### src/rtl/mod_counter_pkg.sv
// Shared definitions for the modulo counters (up and down variants).
//   MOD_DEFAULT  : default maximum modulus used by the counters and benches
//   state_e      : counter control state (DONE only reachable in one-shot builds)
//   clamp_start  : limits a requested start value to mod-1
package mod_counter_pkg;

    localparam int MOD_DEFAULT = 11;

    typedef enum logic [1:0] {
        RUN  = 2'd0,
        DONE = 2'd1
    } state_e;

    function automatic int clamp_start(input int val, input int mod);
        return (val > mod - 1) ? mod - 1 : val;
    endfunction

endpackage

### src/rtl/mod_down_counter.sv
// Modulo-N down counter with runtime-loadable modulus.
// Counts from start value (modulus-1) down to 0 on each enabled clock, then
// reloads. tc flags the cycle that will wrap; wrap pulses the cycle after.
// Optional one-shot mode (macro MOD_DOWN_COUNTER_ONESHOT_EN): stops at 0
// instead of reloading and raises done until the next load or reset.
// Ports:
//   clk       rising-edge clock
//   reset     synchronous active-high reset
//   enable    decrement strobe
//   load      load start value from load_val (wins over enable)
//   load_val  requested start value, clamped to MOD-1
//   Q         current count
//   tc        combinational terminal count (this cycle wraps)
//   wrap      registered one-cycle pulse after a wrap
//   oneshot   (one-shot build) stop at 0 instead of reloading
//   done      (one-shot build) high while stopped at 0
module mod_down_counter
    import mod_counter_pkg::*;
#(
    parameter  int MOD  = MOD_DEFAULT,
    localparam int BITS = $clog2(MOD)
) (
    input  logic            clk,
    input  logic            reset,
    input  logic            enable,
    input  logic            load,
    input  logic [BITS-1:0] load_val,
`ifdef MOD_DOWN_COUNTER_ONESHOT_EN
    input  logic            oneshot,
    output logic            done,
`endif
    output logic [BITS-1:0] Q,
    output logic            tc,
    output logic            wrap
);

    localparam logic [BITS-1:0] MAX_V = BITS'(MOD - 1);

    logic [BITS-1:0] q_q, q_d;
    logic [BITS-1:0] start_q, start_d;
    logic            wrap_q, wrap_d;
    logic            run;

`ifdef MOD_DOWN_COUNTER_ONESHOT_EN
    state_e state_q, state_d;
    assign run  = (state_q == RUN);
    assign done = (state_q == DONE);
`else
    assign run = 1'b1;
`endif

    always_comb begin
        q_d     = q_q;
        start_d = start_q;
        wrap_d  = 1'b0;
`ifdef MOD_DOWN_COUNTER_ONESHOT_EN
        state_d = state_q;
`endif
        if (load) begin
            start_d = BITS'(clamp_start(int'(load_val), MOD));
            q_d     = start_d;
`ifdef MOD_DOWN_COUNTER_ONESHOT_EN
            state_d = RUN;
`endif
        end else if (enable && run) begin
            if (q_q != '0) begin
                q_d = q_q - BITS'(1);
            end else begin
                wrap_d = 1'b1;
`ifdef MOD_DOWN_COUNTER_ONESHOT_EN
                // One-shot: park at 0 rather than reloading.
                if (oneshot) state_d = DONE;
                else         q_d     = start_q;
`else
                q_d = start_q;
`endif
            end
        end
    end

    always_ff @(posedge clk) begin
        if (reset) begin
            q_q     <= MAX_V;
            start_q <= MAX_V;
            wrap_q  <= 1'b0;
`ifdef MOD_DOWN_COUNTER_ONESHOT_EN
            state_q <= RUN;
`endif
        end else begin
            q_q     <= q_d;
            start_q <= start_d;
            wrap_q  <= wrap_d;
`ifdef MOD_DOWN_COUNTER_ONESHOT_EN
            state_q <= state_d;
`endif
        end
    end

    // A load or reset on this edge means no wrap happens, so tc stays low.
    assign tc   = (q_q == '0) & enable & ~load & ~reset & run;
    assign Q    = q_q;
    assign wrap = wrap_q;

endmodule

### config.mk
export PLATFORM = sky130hd
export DESIGN_NAME = mod_down_counter
export DESIGN_NICKNAME = d
export VERILOG_FILES = /design/src/rtl/mod_counter_pkg.sv /design/src/rtl/mod_down_counter.sv
export SDC_FILE = /design/constraint.sdc
export NUM_CORES = 1
export LEC_CHECK = 0
export BUFFER_PORTS_ARGS = -buffer_cell sky130_fd_sc_hd__clkbuf_2
export CAP_MARGIN = 10
export CELL_PAD_IN_SITES_DETAIL_PLACEMENT = 1
export CELL_PAD_IN_SITES_GLOBAL_PLACEMENT = 2
export CORE_UTILIZATION = 29
export CTS_CLUSTER_SIZE = 40
export DETAILED_ROUTE_END_ITERATION = 8
export PLACE_DENSITY_LB_ADDON = 0.1
export REMOVE_ABC_BUFFERS = 1
export SETUP_SLACK_MARGIN = 0.5
export SYNTH_ARGS = -nofsm -noshare
export SYNTH_HDL_FRONTEND = slang
export SYNTH_SLANG_ARGS = --single-unit
### constraint.sdc
create_clock -name clk -period 4.3 [get_ports clk]
set_input_delay 0.86 -clock clk [delete_from_list [all_inputs] [get_ports clk]]
set_output_delay 0.86 -clock clk [all_outputs]
set_load 0.1 [all_outputs]
==> metrics.txt, run 1 <==
# setup viols final 0; largest family of logic cells by synthesized area simple AND/OR/NAND/NOR gates; TritonRoute pass-1 iters 4; # placed instances 82; gr usage total between 10% and 20%; layout cells sized above 1 32.9%; Slew headroom roughly 64%; Fmax achieved roughly 0.32 GHz; first-pass GRT wire length just under 2000 µm; Die ar. 1860 µm²; Top Ports 14; Tcrit/Tclk final 72.2%; DP HPWL between 800 and 900 µm; Area Growth Syn to Fin 21.2%; initial antenna violation count 0; GPL Wtd Cong slightly below 0.7; final hold vios 0; Clk pin slew, worst setup/hold paths approximately 70 ps; largest net degree at the start of global routing 15; min cycle time layout 3100 ps; GRT overflow 0; crit path max fanout 14; Nets 80; TritonCTS Sinks 9; Post-synth top flop dfxtp_1; Util after Layout approximately 38%; vias in the first global route roughly 440; via count 456; top-count cell post-synth dfxtp_1; Worst Setup End Kind output port; top cell type's share of synthesized area between 30% and 40%; Worst-Skew Late Latency approximately 270 ps; worst ir drop on vdd approximately 0.13 mV; worst slew pin tran ~540 ps; pins over their slew limit 0; row cnt 14; FILL cells between 150 and 200; crit path kind input port to output port; setup ws final roughly 1200 ps; Post-synth EDFFs 0; Post-Synthesis Cells 55; Starting Density a little under a third; DRC viols 0; status finished clean; PD cells about 360 nW/µm²; arrival time of the worst setup path 2240 ps; Synth Area in Compound Gates 24.0%; Finished Layout Cells 86; leading post-synthesis cells by cell area dfxtp_1, nor4b_1, inv_1; register area share after synthesis a little under two fifths; CTS max path bufs 2; worst hold path type flop to flop; share of flip-flops with an asynchronous set or reset 0%; ANT cells 0; post-synthesis simple-gate area fraction approximately a quarter; synthesized area 489 µm²; cell accounting for the most synthesized area dfxtp_1; RSZ-0062 raised after global routing no; synth cell count leaders dfxtp_1, inv_1, a21oi_1, o21ai_0; CTS Buf Count 3; LEAKAGE 0.261 nW; core area 1540 µm²; port bufs 13; #FFs+latches synth 9; WL/cell between 10 and 15 µm; remaining antenna violation count 0; final clock skew approximately 13 ps; Clock H-tree levels 1; TritonCTS clock tree done; Die Y approximately 43 µm; Hold-fix buffers, CTS 0; crit start category input port; PostCTS Resize Cnt 0; mux cell area share after synthesis 5.12%; post-CTS setup buffer count 0; Mapped Avg Cell Area roughly 9 µm²; adder-cell share of the synthesized area between 2 and 3%; routed wire length around 1100 µm; DIE WIDTH about 43 µm; number of max-cap violations 0; count of cell types in the netlist 29; critical path data required time about 3400 ps; dpl ws 1180 ps; routed vias/inst between 5 and 6; initial drt markers 3; Synth Area in XOR/XNOR 0%; CTS Root Cell clkbuf_4; Warnings, synthesis 0
==> layout make-up <==
| cell class | instances | area [µm²] | share of cell area (%) |
|---|---|---|---|
| Multi-Input combinational cell | 38 | 278 | 46.8 |
| Timing Repair Buffer | 13 | 65.1 | 11.0 |
| Clock buffer | 3 | 22.5 | 3.80 |
| Sequential cell | 9 | 180 | 30.4 |
| Inverter | 6 | 22.5 | 3.80 |
| Clock inverter | 1 | 5.00 | 0.844 |
| Tap cell | 16 | 20.0 | 3.38 |
==> report_power, final <==
part / total, W / internal (W) / leakage [nW] / switching (W)
logic: 0.0000544 / 0.0000166 / 0.169 / 0.0000377
registers: 0.0000936 / 0.0000882 / 0.0741 / 0.00000539
clock network: 0.0000660 / 0.0000343 / 0.0177 / 0.0000317
==> state kept, by name, summed over array words and instances, names as in the netlist <==
register  count
start_q       4
wrap          1
Q             4
==> critical path, stage by stage <==
cell	delay [ps]
clkbuf_2	190
or3b_1	440
nor4b_1	250
clkbuf_2	500
==> kinds of logic after synthesis <==
| family | Yosys count |
|---|---|
| and+or+nand+nor | 18 |
| AOI/OAI and AO/OA | 17 |
| DFF | 9 |
| buffers and inverters | 8 |
| muxes | 2 |
| adders and majority gates | 1 |
==> layer usage <==
layer	GRT usage, %	up-vias	routed length (µm)
met4	7.27	0	5
met1	19.1	217	538
met2	20.3	8	490
li1	-	229	-
met3	3.83	2	43
met5	0	-	0
==> per-stage QoR <==
stage	total power, W	area (µm²)	hold slack (ps)	setup TNS [ps]
2_1_floorplan	0.000136	480	431	-942
3_3_place_gp	0.000150	566	457	0
3_5_place_dp	0.000151	566	463	0
4_1_cts	0.000218	593	474	0
5_1_grt	0.000228	593	498	0
6_report	0.000214	593	471	0
==> cell usage in the layout (no fill, tap or decap), drive strengths merged, types with 2 or more instances in the layout <==
cell	Yosys	final
a21oi	4	4
clkbuf	1	16
dfxtp	9	9
inv	6	6
nand2b	3	3
nor2	2	2
nor4b	3	3
o211ai	2	2
o21ai	4	4
o22ai	2	2
or2	2	2
==> worst paths after layout <==
| kind | from | to | slack [ps] | cells past startpoint |
|---|---|---|---|---|
| setup / recovery | load | tc | 1200 | 4 |
| setup reg to reg | Q[0] | Q[0] | 2660 | 5 |
| hold / removal | start_q[3] | start_q[3] | 470 | 2 |
| hold reg to reg | start_q[3] | start_q[3] | 470 | 2 |
Note: power is estimated with default switching activity, not from simulation.
==> run 2: changes to the inputs <==
--- a/config.mk
+++ b/config.mk
@@ -9,7 +9,8 @@
 export CAP_MARGIN = 10
 export CELL_PAD_IN_SITES_DETAIL_PLACEMENT = 1
 export CELL_PAD_IN_SITES_GLOBAL_PLACEMENT = 2
-export CORE_UTILIZATION = 29
+export CORE_ASPECT_RATIO = 0.75
+export CORE_UTILIZATION = 27
 export CTS_CLUSTER_SIZE = 40
 export DETAILED_ROUTE_END_ITERATION = 8
 export PLACE_DENSITY_LB_ADDON = 0.1
==> constraint.sdc (replaced) <==
create_clock -name clk -period 3 [get_ports clk]
set_input_delay 0.6 -clock clk [delete_from_list [all_inputs] [get_ports clk]]
set_output_delay 0.6 -clock clk [all_outputs]
set_load 0.1 [all_outputs]
==> metrics.txt, run 2 (same netlist as run 1, synthesis figures left out) <==
status finished clean; Clk pin slew, worst setup/hold paths 60 ps (about the same); ANT cells 0 (unchanged); Tcrit/Tclk final slightly above 80%; gr usage total 13.7% (-0.44 points); vias in the first global route 400 (-8.0%); Clock H-tree levels 1 (unchanged); Starting Density 30.7% (-1.0 points); R2R Setup Slk 1310 ps (-1350 ps); CP peak stage delay 440 ps (-60 ps); initial antenna violation count 0 (unchanged); worst ir drop on vdd 0.256 mV (+95%); Slew headroom 64.3% (about the same); Nets 80 (unchanged); TritonCTS clock tree done; Worst-Skew Late Latency 260 ps (about the same); GPL Wtd Cong 0.692 (+0.52%); core area 1590 µm² (+3.2%); Worst Reg-to-Reg Cells 5 (unchanged); CTS Root Cell clkbuf_4; worst slew pin tran 538 ps (-0.574 ps); Top Ports 14 (unchanged); row cnt 12 (-2); crit start category input port; TritonRoute pass-1 iters 1 (-3); final clock skew 0.496 ps (-12.3 ps); most frequent cells in the layout clkbuf_2, dfxtp_1, inv_1; routed vias/inst 4.96 (-6.5%); Fmax achieved roughly 0.41 GHz; CTS Buf Count 3 (unchanged); # placed instances 87 (+6.1%); # setup viols final 0 (unchanged); WL/cell 12.4 µm (-1.2%); worst hold path type flop to flop; worst-path cell chain clkbuf_2 -> or3b_4 -> nor4b_1 -> buf_4; largest net degree at the start of global routing 15 (unchanged); layout cells sized above 1 32.9% (unchanged); design area 603 µm² (+1.7%); RR Endpoint Q[0]; critical path data required time 2400 ps (-1040 ps); PD cells 508 nW/µm² (+41%); Finished Layout Cells 91 (+5.8%); pins over their slew limit 0 (unchanged); TritonCTS Sinks 9 (unchanged); Worst Setup End Kind output port; CTS max path bufs 2 (unchanged); Die ar. 1990 µm² (+7.2%); worst reg2reg path startpoint Q[0]; Worst Hold Depth 2 (unchanged); Worst Hold End start_q[3]; initial drt markers 0 (-3); via count 451 (-1.1%); post-CTS setup buffer count 0 (unchanged); arrival time of the worst setup path 1820 ps (-420 ps); routed wire length 1130 µm (+4.5%); DRC viols 0 (unchanged); slowest CP cell or3b_4; Area Growth Syn to Fin 23.3%; DP Area 574 µm² (+1.5%); min cycle time layout 2420 ps; final hold vios 0 (unchanged); crit path kind input port to output port; port bufs 13 (unchanged); remaining antenna violation count 0 (unchanged); LEAKAGE 0.260 nW (-0.55%); hold_sp start_q[3]; Hold-fix buffers, CTS 0 (unchanged); crit path max fanout 14 (unchanged); first-pass GRT wire length 1830 µm (-5.7%); most common cell after layout, fill and taps aside clkbuf_2; Die Y 38.9 µm (-9.8%); GRT overflow 0 (unchanged); DIE WIDTH 51.2 µm (+19%); DP HPWL 871 µm (+4.4%); RSZ-0062 raised after global routing no; number of max-cap violations 0 (unchanged)
==> run 2: layout make-up <==
class | instances | area (µm²)
repair buffers | 13 | 67.6
inverters | 6 | 22.5
fillers | 212 | 988
multi-input cells | 38 | 280
clock buffers | 4 | 26.3
flip-flops and latches | 9 | 180
well taps | 21 | 26.3
==> run 2: worst max path at each step <==
stage,from,endpoint,slack [ps],cells past startpoint
3_3_place_gp,load,tc,590,4
2_1_floorplan,Q[2],tc,-1910,2
3_5_place_dp,load,tc,560,4
4_1_cts,load,tc,560,4
5_1_grt,load,tc,510,4
6_report,load,tc,580,4
==> run 2: per-layer routing <==
metal | wire (µm) | global-route usage (%) | part of all wire, % | up-vias
li1 | - | - | - | 230
met3 | 49 | 7.06 | 4.3 | 0
met4 | 0 | 2.08 | 0 | 0
met1 | 580 | 17.0 | 51 | 213
met5 | 0 | 0 | 0 | -
met2 | 497 | 21.4 | 44 | 8
==> run 2: per-stage QoR <==
stage	utilization [%]	hold WS, ps	worst slack (ps)	setup TNS, ps	total power, W
2_1_floorplan	-	431	-1910	-1910	0.000194
3_3_place_gp	36.1	461	586	0	0.000216
3_5_place_dp	36.1	456	556	0	0.000216
4_1_cts	37.7	468	559	0	0.000311
5_1_grt	37.9	490	508	0	0.000325
6_report	37.9	464	577	0	0.000307
==> run 2: where the power goes <==
group / switching [W] / internal, W
registers: 0.00000770 / 0.000126
logic: 0.0000544 / 0.0000245
clock network: 0.0000423 / 0.0000513
total: 0.000104 / 0.000202
==> run 2: worst max-delay path: cells and delay by family <==
kind,cells,cell delay [ps]
simple gates,2,690
buf+inv,2,530
==> run 2: what timing repair did <==
action,4_1_cts,5_1_grt
endpoints found under the hold margin,0,0
resized for setup,0,1
endpoints found under the setup margin,0,1
==> run 3: changes to the inputs <==
--- a/config.mk
+++ b/config.mk
@@ -5,12 +5,13 @@
 export SDC_FILE = /design/constraint.sdc
 export NUM_CORES = 1
 export LEC_CHECK = 0
+export ABC_AREA = 1
 export BUFFER_PORTS_ARGS = -buffer_cell sky130_fd_sc_hd__clkbuf_2
 export CAP_MARGIN = 10
 export CELL_PAD_IN_SITES_DETAIL_PLACEMENT = 1
 export CELL_PAD_IN_SITES_GLOBAL_PLACEMENT = 2
 export CORE_ASPECT_RATIO = 0.75
-export CORE_UTILIZATION = 27
+export CORE_UTILIZATION = 24
 export CTS_CLUSTER_SIZE = 40
 export DETAILED_ROUTE_END_ITERATION = 8
 export PLACE_DENSITY_LB_ADDON = 0.1
==> constraint.sdc (replaced) <==
create_clock -name clk -period 2.4 [get_ports clk]
set_input_delay 0.48 -clock clk [delete_from_list [all_inputs] [get_ports clk]]
set_output_delay 0.48 -clock clk [all_outputs]
set_load 0.1 [all_outputs]
==> metrics.txt, run 3 <==
CTS max path bufs 2 (unchanged); worst ir drop on vdd 0.254 mV (-0.66%); Clock H-tree levels 1 (unchanged); DIE WIDTH 53.9 µm (+5.4%); ANT cells 0 (unchanged); final clock skew 3.49 ps (+2.99 ps); crit path max fanout 5 (-9); synth cell count leaders nand2_1, nand3_1, inv_1, dfxtp_1, a21oi_1; register area 183 µm² (+1.4%); Post-synth top flop dfxtp_1; Post-Synthesis Cells 74 (+35%); leading post-synthesis cells by cell area dfxtp_1, nand2_1, nand3_1; # placed instances 109 (+25%); met3 usage 7.04% (-0.022 points); multi-input logic area 288 µm² (+2.7%); RR Endpoint Q[2]; Area Growth Syn to Fin 40.7%; DRC viols 0 (unchanged); smallest hold slack 459 ps (-5.16 ps); via count 525 (+16%); CTS Buf Count 3 (unchanged); layer with the highest usage met2; RSZ-0062 raised after global routing no; TNS Setup 0 ps (unchanged); grt met2 use 27.5% (+6.1 points); share of flip-flops with an asynchronous set or reset 0% (unchanged); GR Layer Usage met1 19.1% (+2.2 points); final hold vios 0 (unchanged); CP endpoint tc; TritonCTS clock tree done; Worst Setup SP Q[0]; largest net degree at the start of global routing 8 (-7); most common cell after layout, fill and taps aside nand2_1; DP HPWL 1180 µm (+35%); register area share after synthesis 37.1% (+0.28 points); number of max-cap violations 0 (unchanged); Worst Setup End Kind output port; routed vias/inst 4.49 (-9.5%); remaining antenna violation count 0 (unchanged); first-pass GRT wire length 2360 µm (+29%); Worst-Skew Late Latency 270 ps (about the same); # setup viols final 0 (unchanged); min cycle time layout 1830 ps; TritonRoute pass-1 iters 2 (+1); pins over their slew limit 0 (unchanged); CP peak stage delay 330 ps (-110 ps); TritonCTS Sinks 9 (unchanged); GPL Wtd Cong 0.729 (+5.3%); Die Y 41.0 µm (+5.4%); Worst Reg-to-Reg Cells 10 (+5); routed wire length 1470 µm (+30%); Starting Density 26.6% (-4.1 points); WL/cell 12.5 µm (+1.3%); Util after Layout 37.5% (-0.39 points); status finished clean; Fmax achieved about 0.55 GHz; Die ar. 2210 µm² (+11%); PD cells 643 nW/µm² (+26%); Slew headroom 63.8% (-0.51 points); worst-path cell chain inv_2 -> ha_4 -> nand2_4 -> nor3_4 -> buf_12; most frequent cells in the layout nand2_1, nand3_1, clkbuf_2; Top Ports 14 (unchanged); Tcrit/Tclk final between 70% and 80%; initial antenna violation count 0 (unchanged); FILL cells 256 (+21%); LEAKAGE 0.358 nW (+38%); GRT overflow 0 (unchanged); Warnings, synthesis 0 (unchanged); initial drt markers 2 (+2); top cell type's share of synthesized area 37.1% (+0.28 points); Finished Layout Cells 117 (+29%); layout cells sized above 1 35.8% (+2.9 points); gr usage total 16.5% (+2.8 points); row cnt 13 (+1); synthesized area 485 µm² (-0.77%); Clk pin slew, worst setup/hold paths 70 ps (about the same); vias in the first global route 511 (+28%); slowest CP cell dfxtp_2; Nets 105 (+31%); port bufs 13 (unchanged); cell accounting for the most synthesized area dfxtp_1; arrival time of the worst setup path 1350 ps (-470 ps); core area 1820 µm² (+14%); crit path kind flop to output port; worst slew pin tran 546 ps (+7.62 ps); #FFs+latches synth 9 (unchanged); Mapped Avg Cell Area 6.56 µm² (-26%); CTS Root Cell clkbuf_4; Post-synth EDFFs 0 (unchanged); critical path data required time 1920 ps (-480 ps); worst reg2reg path startpoint Q[1]; count of cell types in the netlist 15 (-48%); R2R Setup Slk 1230 ps (-80 ps); worst hold path type flop to flop; crit start category flop; top-count cell post-synth nand2_1
==> run 3: timing repair <==
item,CTS,global route
hold buffers,0,0
buffers inserted,0,4
pin swaps,1,3
setup endpoints to repair,1,1
resized for setup,6,7
==> run 3: per-stage QoR <==
stage | cell area (µm²) | setup slack [ps] | power [W]
3_5_place_dp | 581 | 479 | 0.000301
4_1_cts | 628 | 509 | 0.000436
2_1_floorplan | 485 | -1400 | 0.000269
3_3_place_gp | 581 | 485 | 0.000299
5_1_grt | 683 | 507 | 0.000470
6_report | 683 | 569 | 0.000439
==> run 3: power breakdown <==
| group | switching [W] | internal, W | leakage (nW) | total (W) |
|---|---|---|---|---|
| clock network | 0.0000597 | 0.0000644 | 0.0150 | 0.000124 |
| logic | 0.000100 | 0.0000427 | 0.268 | 0.000143 |
| registers | 0.0000113 | 0.000161 | 0.0746 | 0.000172 |
| total | 0.000171 | 0.000268 | 0.358 | 0.000439 |
==> run 3: worst max-delay path, delay by kind of cell (launching register included) <==
kind | cells | cell delay (ps)
buffers and inverters | 2 | 290
flip-flops | 1 | 330
AND/OR/NAND/NOR | 2 | 300
adder cells (fa/ha/maj) | 1 | 160
==> run 3: area by class of cell <==
| cell class | instances | share of cell area, % |
|---|---|---|
| clock buffers | 4 | 3.85 |
| inverters | 13 | 7.14 |
| multi-input cells | 52 | 42.1 |
| flip-flops and latches | 9 | 26.7 |
| well taps | 22 | 4.03 |
| repair buffers | 17 | 16.1 |
==> run 3: layer usage <==
layer | wire [µm] | up-vias
met1 | 788 | 235
li1 | - | 282
met5 | 0 | -
met2 | 614 | 6
met3 | 60 | 2
met4 | 5 | 0
==> run 3: worst min-delay path by stage <==
| stage | slack [ps] | depth (start not counted) | end | start |
|---|---|---|---|---|
| after floorplan | 430 | 2 | start_q[1] | start_q[1] |
| after global placement | 450 | 2 | start_q[1] | start_q[1] |
| after detailed placement | 450 | 2 | start_q[1] | start_q[1] |
| after CTS | 470 | 2 | start_q[1] | start_q[1] |
| after global routing | 490 | 3 | start_q[3] | load_val[3] |
| final | 460 | 2 | start_q[1] | start_q[1] |
==> run 3: cell families (layout without fill, tap and decap cells) <==
logic type      count (synthesis)  in the layout  share of synthesized area, %
compound gates                  7              7                          8.25
fa+ha+maj                       1              1                          2.58
buf+inv                        13             34                          10.1
flops                           9              9                          37.1
simple gates                   44             44                          42.0
